### src/rtl/sprite_layer_compositor.sv
`default_nettype none
// ----------------------------------------------------------------------------
// sprite_layer_compositor : N-layer priority compositor, 2-stage pipeline,
// frame-synchronous enable/flash masks and per-frame collision count. rev 1.0
// ----------------------------------------------------------------------------
module sprite_layer_compositor #(
  parameter int NUM_LAYERS = 5,
  parameter int COLOR_W    = 8,
  parameter int CNT_W      = 19,
  parameter int FLASH_DIV  = 4
) (
  input  logic                          clk,
  input  logic                          reset,
  input  logic                          enable,
  input  logic                          iFrameStart,
  input  logic [NUM_LAYERS-1:0]         iLayerVal,
  input  logic [NUM_LAYERS*COLOR_W-1:0] iR,
  input  logic [NUM_LAYERS*COLOR_W-1:0] iG,
  input  logic [NUM_LAYERS*COLOR_W-1:0] iB,
  input  logic                          cfg_we,
  input  logic [NUM_LAYERS-1:0]         cfg_layer_en,
  input  logic [NUM_LAYERS-1:0]         cfg_flash_mask,
  output logic                          oVal,
  output logic [COLOR_W-1:0]            oR,
  output logic [COLOR_W-1:0]            oG,
  output logic [COLOR_W-1:0]            oB,
  output logic                          oCollide,
  output logic [CNT_W-1:0]              oCollideCount,
  output logic                          oCountValid
);

  localparam int PIX_W = NUM_LAYERS * COLOR_W;

  logic [NUM_LAYERS-1:0] shadow_en, shadow_flash, active_en, active_flash;
  logic [FLASH_DIV-1:0]  frame_cnt;
  logic                  flash_phase;
  logic                  frame_go;
  logic [NUM_LAYERS-1:0] cur_en, cur_flash, eff_now;
  logic                  cur_phase, coll_now, seen_one;

  logic [NUM_LAYERS-1:0] eff_s1;
  logic [PIX_W-1:0]      r_s1, g_s1, b_s1;
  logic                  coll_s1, frame_s1;
  logic [CNT_W-1:0]      acc, snap_s1;
  logic [COLOR_W-1:0]    sel_r, sel_g, sel_b;

  assign frame_go = enable & iFrameStart;

  // The frame-start pixel already sees the masks and phase of its own frame.
  always_comb begin
    cur_en    = active_en;
    cur_flash = active_flash;
    cur_phase = flash_phase;
    if (frame_go) begin
      cur_en    = cfg_we ? cfg_layer_en   : shadow_en;
      cur_flash = cfg_we ? cfg_flash_mask : shadow_flash;
      cur_phase = frame_cnt[FLASH_DIV-1];
    end
    eff_now = iLayerVal & cur_en & ~(cur_flash & {NUM_LAYERS{cur_phase}});
  end

  always_comb begin
    seen_one = 1'b0;
    coll_now = 1'b0;
    for (int k = 0; k < NUM_LAYERS; k++) begin
      if (eff_now[k]) begin
        if (seen_one) coll_now = 1'b1;
        seen_one = 1'b1;
      end
    end
  end

  always_ff @(posedge clk or negedge reset) begin
    if (!reset) begin
      shadow_en    <= '1;
      shadow_flash <= '0;
    end else if (cfg_we) begin
      shadow_en    <= cfg_layer_en;
      shadow_flash <= cfg_flash_mask;
    end
  end

  // flash_phase holds the counter value sampled at the start of the frame
  always_ff @(posedge clk or negedge reset) begin
    if (!reset) begin
      active_en    <= '1;
      active_flash <= '0;
      flash_phase  <= 1'b0;
      frame_cnt    <= '0;
    end else if (frame_go) begin
      active_en    <= cur_en;
      active_flash <= cur_flash;
      flash_phase  <= cur_phase;
      frame_cnt    <= frame_cnt + FLASH_DIV'(1);
    end
  end

  always_ff @(posedge clk or negedge reset) begin
    if (!reset) begin
      eff_s1   <= '0;
      r_s1     <= '0;
      g_s1     <= '0;
      b_s1     <= '0;
      coll_s1  <= 1'b0;
      frame_s1 <= 1'b0;
      acc      <= '0;
      snap_s1  <= '0;
    end else if (enable) begin
      eff_s1   <= eff_now;
      r_s1     <= iR;
      g_s1     <= iG;
      b_s1     <= iB;
      coll_s1  <= coll_now;
      frame_s1 <= iFrameStart;
      if (iFrameStart) begin
        snap_s1 <= acc;
        acc     <= CNT_W'(coll_now);
      end else if (coll_now && (acc != {CNT_W{1'b1}})) begin
        acc <= acc + CNT_W'(1);
      end
    end
  end

  // Ascending scan: the highest-index valid layer overwrites the rest.
  always_comb begin
    sel_r = '0;
    sel_g = '0;
    sel_b = '0;
    for (int k = 0; k < NUM_LAYERS; k++) begin
      if (eff_s1[k]) begin
        sel_r = r_s1[k*COLOR_W +: COLOR_W];
        sel_g = g_s1[k*COLOR_W +: COLOR_W];
        sel_b = b_s1[k*COLOR_W +: COLOR_W];
      end
    end
  end

  always_ff @(posedge clk or negedge reset) begin
    if (!reset) begin
      oVal          <= 1'b0;
      oR            <= '0;
      oG            <= '0;
      oB            <= '0;
      oCollide      <= 1'b0;
      oCountValid   <= 1'b0;
      oCollideCount <= '0;
    end else if (enable) begin
      oVal        <= |eff_s1;
      oR          <= sel_r;
      oG          <= sel_g;
      oB          <= sel_b;
      oCollide    <= coll_s1;
      oCountValid <= frame_s1;
      if (frame_s1) oCollideCount <= snap_s1;
    end
  end

endmodule
`default_nettype wire

### config.mk
export PLATFORM = sky130hd
export DESIGN_NAME = sprite_layer_compositor
export DESIGN_NICKNAME = d
export VERILOG_FILES = /design/src/rtl/sprite_layer_compositor.sv
export SDC_FILE = /design/constraint.sdc
export NUM_CORES = 1
export LEC_CHECK = 0
export CAP_MARGIN = 10
export CORE_MARGIN = 5
export CORE_UTILIZATION = 45
export CTS_CLUSTER_SIZE = 25
export DETAILED_ROUTE_END_ITERATION = 8
export GPL_TIMING_DRIVEN = 0
export MAX_ROUTING_LAYER = met4
export PLACE_DENSITY_LB_ADDON = 0.25
export SYNTH_ARGS = -nofsm -noshare
export SYNTH_HDL_FRONTEND = slang
export SYNTH_SLANG_ARGS = --single-unit
### constraint.sdc
create_clock -name clk -period 2.1 [get_ports clk]
set_input_delay 0.525 -clock clk [delete_from_list [all_inputs] [get_ports clk]]
set_output_delay 0.525 -clock clk [all_outputs]
set_load 0.01 [all_outputs]
Word level (Yosys, flattened, before mapping)
Cells that the tools add are included.
W data, S select, Z words.
{ "totals": {"input_bits": 140, "output_inout_bits": 46, "wordCells": 69, "regBits": 236} }
{ "op_classes": {"bitwise_logic": 5, "reduce_logical": 6, "eq_ne": 1, "addsub": 2, "n_mux": 34} }
{ "op_table": {"columns": ["cell", "count"], "rows": [
  ["$mux W8", 15],
  ["$mux W19", 2],
  ["$mux W5", 4],
  ["$add A19 B1 Y19 const B", 1],
  ["$ne A19 B19 Y1 const B", 1],
  ["$and A5 B5 Y5", 3],
  ["$mux W1", 13],
  ["$reduce_and A2 Y1", 3],
  ["$not A5 Y5", 1],
  ["$reduce_or A5 Y1", 1],
  ["$add A4 B1 Y4 const B", 1],
  ["$reduce_bool A2 Y1", 1],
  ["$and A1 B1 Y1", 1],
  ["$logic_and A1 B1 Y1", 1]
]} }

Depth between registers and ports, before layout
{ "depth": {"word_depth": 17, "ltp_mapped": 12, "ltp_nobuf": 8} }

Least setup slack after synthesis
No wires, ideal clock.
{ "synth_timing": {"kind": "in2reg", "start": "input port cfg_we", "end": "register acc[14]", "required_time_ns": 1.978, "path_slack_ns": -0.347, "setup_time_ns": 0.122, "arrival_time_ns": 2.326, "stages": 8, "path_buffers": 1, "cell_sequence": "buf_6 > mux2_2 > mux2_2 > and4_1 > maj3_2 > o31ai_4 > mux2i_1 > nand2_1"} }
{ "synth_between": {"elab_chain_len": 17, "word_cells_on_any_way": 23, "classes_between": "mux (16); bitwise (4); reduce/logical (3)"} }
{ "synth_lines": {"columns": ["item", "line_no", "text"], "rows": [
  ["start: declaration", "20", "input logic cfg_we,"],
  ["$mux W5", null, null],
  ["$mux W5", "54", "if (frame_go) begin"],
  ["$and A5 B5 Y5", "59", "eff_now = iLayerVal & cur_en & ~(cur_flash & {NUM_LAYERS{cur_phase}});"],
  ["$not A5 Y5", "59", null],
  ["$and A5 B5 Y5 (*)", "59", null],
  ["$mux W1", "66", "if (eff_now[k]) begin"],
  ["$mux W1", "67", "if (seen_one) coll_now = 1'b1;"],
  ["$mux W1", "66", null],
  ["$mux W1", "67", null],
  ["$mux W1", "66", null],
  ["$mux W1", "67", null],
  ["$mux W1", "66", null],
  ["$mux W1", "67", null],
  ["$mux W1 (*)", "66", null],
  ["$logic_and A1 B1 Y1 (*)", "118", "end else if (coll_now && (acc != {CNT_W{1'b1}})) begin"],
  ["$reduce_bool A2 Y1 (no source line) (*)", null, null],
  ["$reduce_and A2 Y1 (no source line) (*)", null, null],
  ["end signal: assignment", "117", "acc <= CNT_W'(coll_now);"],
  ["end signal: assignment", "119", "acc <= acc + CNT_W'(1);"],
  ["end: declaration", "44", "logic [CNT_W-1:0] acc, snap_s1;"]
]} }
Mark *: on every way between the ends. The rest lies on a longest branch, timed or not.
A chain may end at the register's enable or synchronous reset.

Worst setup path in the final report
{ "layout_timing": {"start": "register shadow_en[3]", "end": "register acc[10]"} }
{ "layout_between": {"elab_chain_len": 10, "word_cells_on_any_way": 11, "classes_between": "mux (6); bitwise (2); reduce/logical (3)"} }
{ "layout_lines": {"columns": ["item", "line_no", "text"], "rows": [
  ["start: declaration", "34", "logic [NUM_LAYERS-1:0] shadow_en, shadow_flash, active_en, active_flash;"],
  ["start signal: assignment", "78", "shadow_en <= cfg_layer_en;"],
  ["$mux W5 (*)", null, null],
  ["$mux W5 (*)", "54", null],
  ["$and A5 B5 Y5 (*) (2 in a row)", "59", null],
  ["$mux W1", "66", null],
  ["$mux W1", "67", null],
  ["$mux W1 (*)", "66", null],
  ["$logic_and A1 B1 Y1 (*)", "118", null],
  ["$reduce_bool A2 Y1 (no source line) (*)", null, null],
  ["$reduce_and A2 Y1 (no source line) (*)", null, null]
]} }
Marks and branches as above.

==> results_dict.tcl <==
set metrics [dict create \
    status "finished, violations left" \
    violations "negative setup slack" \
    ios 186 \
    crit_path_max_fanout 8 \
    place_congestion 0.889 \
    ant_nets 0 \
    cts_max_path_buffers 3 \
    required_ns 2.49 \
    grtUsageTotal_pct 21.3 \
    p_sw_share_pct 27.7 \
    rr_startpoint "shadow_en[3]$_DFF_PN1_" \
    syn_avg_cell_area_um2 12.1 \
    drive_above_1_share_pct 26.7 \
    path_class "reg2reg" \
    rows 55 \
    synth_common_cells "dfrtp_1 (226), mux2_2 (177), nand2_1 (101)" \
    hold_path.class "in2reg" \
    report.final.hold_viol_count 0 \
    cts_tree "done" \
    ys_ff_latch 236 \
    critPathArrivalTime_ns 2.59 \
    syn_inst 857 \
    grt_pass1_vias 7930 \
    ff2ff_path_depth 9 \
    worst_clock_skew_ns 0.00633 \
    seqPwrFrac_pct 41.9 \
    fin_nets 1228 \
    max_freq_ghz 0.454 \
    p_comb_share_pct 24.2 \
    synth_area_mm2 0.0103 \
    crit_path_top_delay_cell "dfstp_2" \
    dieHeight_um 162 \
    core-area_mm2 0.0226 \
    min_to "shadow_flash[2]$_DFF_PN0_" \
    finalCritPeriodShare_pct 105 \
    clk_latency_ns 0.53 \
    yosysMostFrequentCell "dfrtp_1" \
    antenna_found_initial 4 \
    cp-start-kind "register" \
    synth.distinct_cells 49 \
    fp.dieW_um 162 \
    fp.dieArea_mm2 0.0261 \
    drcViolationCount 0 \
    worst_pin_slew_ns 0.855 \
    r2r_setup_slack_ns -0.10 \
    p_clk_share_pct 33.8 \
    grt_remaining_overflow 0 \
    critPathBufInv 2 \
    htreeDepth 1 \
    synth_enable_flop_cells 0 \
    start_util_pct 45.7 \
    grt_max_degree 110 \
    cts_buffers 27 \
    ys.warnings.count 0 \
    design_area_mm2 0.0140 \
    max_slew_margin_pct 43.0 \
    synth_top_area_share_pct 54.6 \
    holdCritStartpoint "cfg_we" \
    port_buffers 183 \
    end_kind "register" \
    post_drt_via_cell_ratio 5.44 \
    dpl.hpwl_um 19300 \
    cts.sinks 236 \
    fin_crit_ns 2.20 \
    path_cells "mux2_4, mux2_4, o2111a_2, a211oi_2, o21ba_4, buf_8, buf_8, o211ai_1, o221ai_1" \
    min_path_cells 3 \
    clk_pin_slew_worst_paths_ns 0.06 \
    p_leak_nw 5.85 \
    routed_wl_um 27100 \
    grt_pass1_wl_um 43300 \
    p_int_w 0.00983 \
    setup_slack_ns -0.100 \
    first_pass_iters 5 \
    yosysSeqAreaShare_pct 57.2 \
    switchingPower_w 0.00377 \
    drv_slew 0 \
    place_area_mm2 0.0127 \
    syn_nets 999 \
    routedWlPerCell_um 19.5 \
    cap_viol_max_count 0 \
    rsz0062_at_grt "true" \
    r2r_end "acc[10]$_DFFE_PN0P_" \
    ctsRootBufferMaster "clkbuf_16" \
    p_per_area_mw_per_mm2 975 \
    ys.flop_type "dfrtp_1" \
    setup_violations 14 \
    critPathMaxStageDelay_ns 0.51 \
    crit_family "compound AO/OA/AOI/OAI gates" \
    num_vias 7575 \
    area_growth_syn_to_layout_pct 34.8 \
    synthTopCellsByArea "dfrtp_1 (55%), mux2_2 (19%), nand2_1 (3.7%), dfstp_2 (2.5%), a221oi_1 (1.9%)" \
    dr.first_iter.drc_count 348 \
    ir_drop_uv 611 \
    power_w 0.0136 \
    synthArstFlopShare_pct 100 \
    synth_top_area_cell "dfrtp_1" \
]
what timing repair did:
action	4_1_cts	5_1_grt
gates cloned	2	0
hold buffers	1	0
buffers inserted	7	6
resized for setup	33	18
endpoints found under the setup margin	40	24
endpoints found under the hold margin	38	0
pin swaps	15	18
cell families (layout without fill, tap and decap cells):
kind of cell | Yosys count | in the layout | synth area share (%)
buf+inv | 74 | 320 | 3.05
xor+xnor | 3 | 3 | 0.254
fa+ha+maj | 3 | 3 | 0.351
other cells | 0 | 4 | 0
flops | 236 | 236 | 57.2
compound gates | 133 | 133 | 8.68
mux | 186 | 186 | 20.2
simple gates | 222 | 222 | 10.3
layout by cell type (no fill, tap or decap), types with 5 or more instances in the layout:
cell type	synthesis	final
o21ai_0	40	37
mux2_2	177	173
dfrtp_1	226	224
nor2b_1	27	26
buf_8	0	5
mux2_4	1	5
clkbuf_1	50	51
nor3_1	24	24
nand4_1	9	9
nor2_1	12	10
nand2_1	101	100
clkbuf_8	0	10
dfstp_2	10	10
a21oi_1	33	32
nand3_1	17	13
o211ai_1	11	11
and3_1	6	6
clkbuf_16	0	27
nand2b_1	7	7
clkdlybuf4s50_1	0	179
inv_1	18	18
buf_4	2	11
or3_1	8	7
a221oi_1	23	23
sequential cells by signal, summed over array words and instances (netlist names):
name / count
oCountValid: 1
active_en: 5
shadow_flash: 5
oCollideCount: 19
oG: 8
active_flash: 5
frame_s1: 1
oCollide: 1
r_s1: 40
acc: 19
g_s1: 40
coll_s1: 1
frame_cnt: 4
oR: 8
b_s1: 40
oVal: 1
shadow_en: 5
snap_s1: 19
oB: 8
eff_s1: 5
flash_phase: 1
per-layer routing:
layer | up-vias | track usage [%] | share of wire, %
met5 | - | - | 0
met4 | 0 | 5.34 | 2.7
met3 | 44 | 5.49 | 6.6
met2 | 207 | 35.3 | 50
met1 | 3789 | 26.2 | 41
li1 | 3535 | - | -
layout make-up:
cell class | count | area [um2]
fill | 1826 | 8690
sequential | 236 | 5920
multi-input combinational | 547 | 4380
timing repair buffer | 201 | 2050
clock buffer | 41 | 828
tap | 285 | 357
buffer | 55 | 283
inverter | 18 | 67.6
clock inverter | 5 | 56.3
antenna | 4 | 10.0
how the worst max path moves through the flow:
stage	cells past startpoint	slack [ns]	from	to
after global placement	1	-9.72	reset	b_s1[3]$_DFFE_PN0P_
after floorplan	10	-0.20	enable	acc[8]$_DFFE_PN0P_
after CTS	7	-0.09	shadow_en[3]$_DFF_PN1_	acc[8]$_DFFE_PN0P_
final	9	-0.10	shadow_en[3]$_DFF_PN1_	acc[10]$_DFFE_PN0P_
after detailed placement	10	-1.06	iFrameStart	acc[1]$_DFFE_PN0P_
after global routing	9	-0.19	shadow_en[3]$_DFF_PN1_	acc[10]$_DFFE_PN0P_
worst reg2reg max path: stages, from the launching register on:
cell	delay, ns
dfstp_2	0.51
mux2_4	0.14
mux2_4	0.14
o2111a_2	0.34
a211oi_2	0.08
o21ba_4	0.26
buf_8	0.15
buf_8	0.13
o211ai_1	0.17
o221ai_1	0.13
per-stage QoR:
step | hold slack (ns) | std cells | worst slack [ns] | TNS, ns | util [%]
floorplan | 0.229 | 857 | -0.204 | -2.99 | -
global placement | 0.459 | 1325 | -9.72 | -2299.56 | 55.8
detailed placement | 0.455 | 1327 | -1.06 | -43.54 | 56.0
CTS | 0.294 | 1382 | -0.0919 | -0.678 | 61.0
global route | 0.320 | 1392 | -0.194 | -2.22 | 61.6
finish | 0.315 | 1392 | -0.100 | -1.02 | 61.6
power groups by stage:
stage | combinational [W] | sequential [W] | clock [W]
floorplan | 0.00154 | 0.00577 | 0
global placement | 0.00299 | 0.00575 | 0
detailed placement | 0.00306 | 0.00575 | 0
CTS | 0.00325 | 0.00571 | 0.00470
global route | 0.00358 | 0.00581 | 0.00487
finish | 0.00329 | 0.00571 | 0.00460
(Power assumes the default switching activity.)
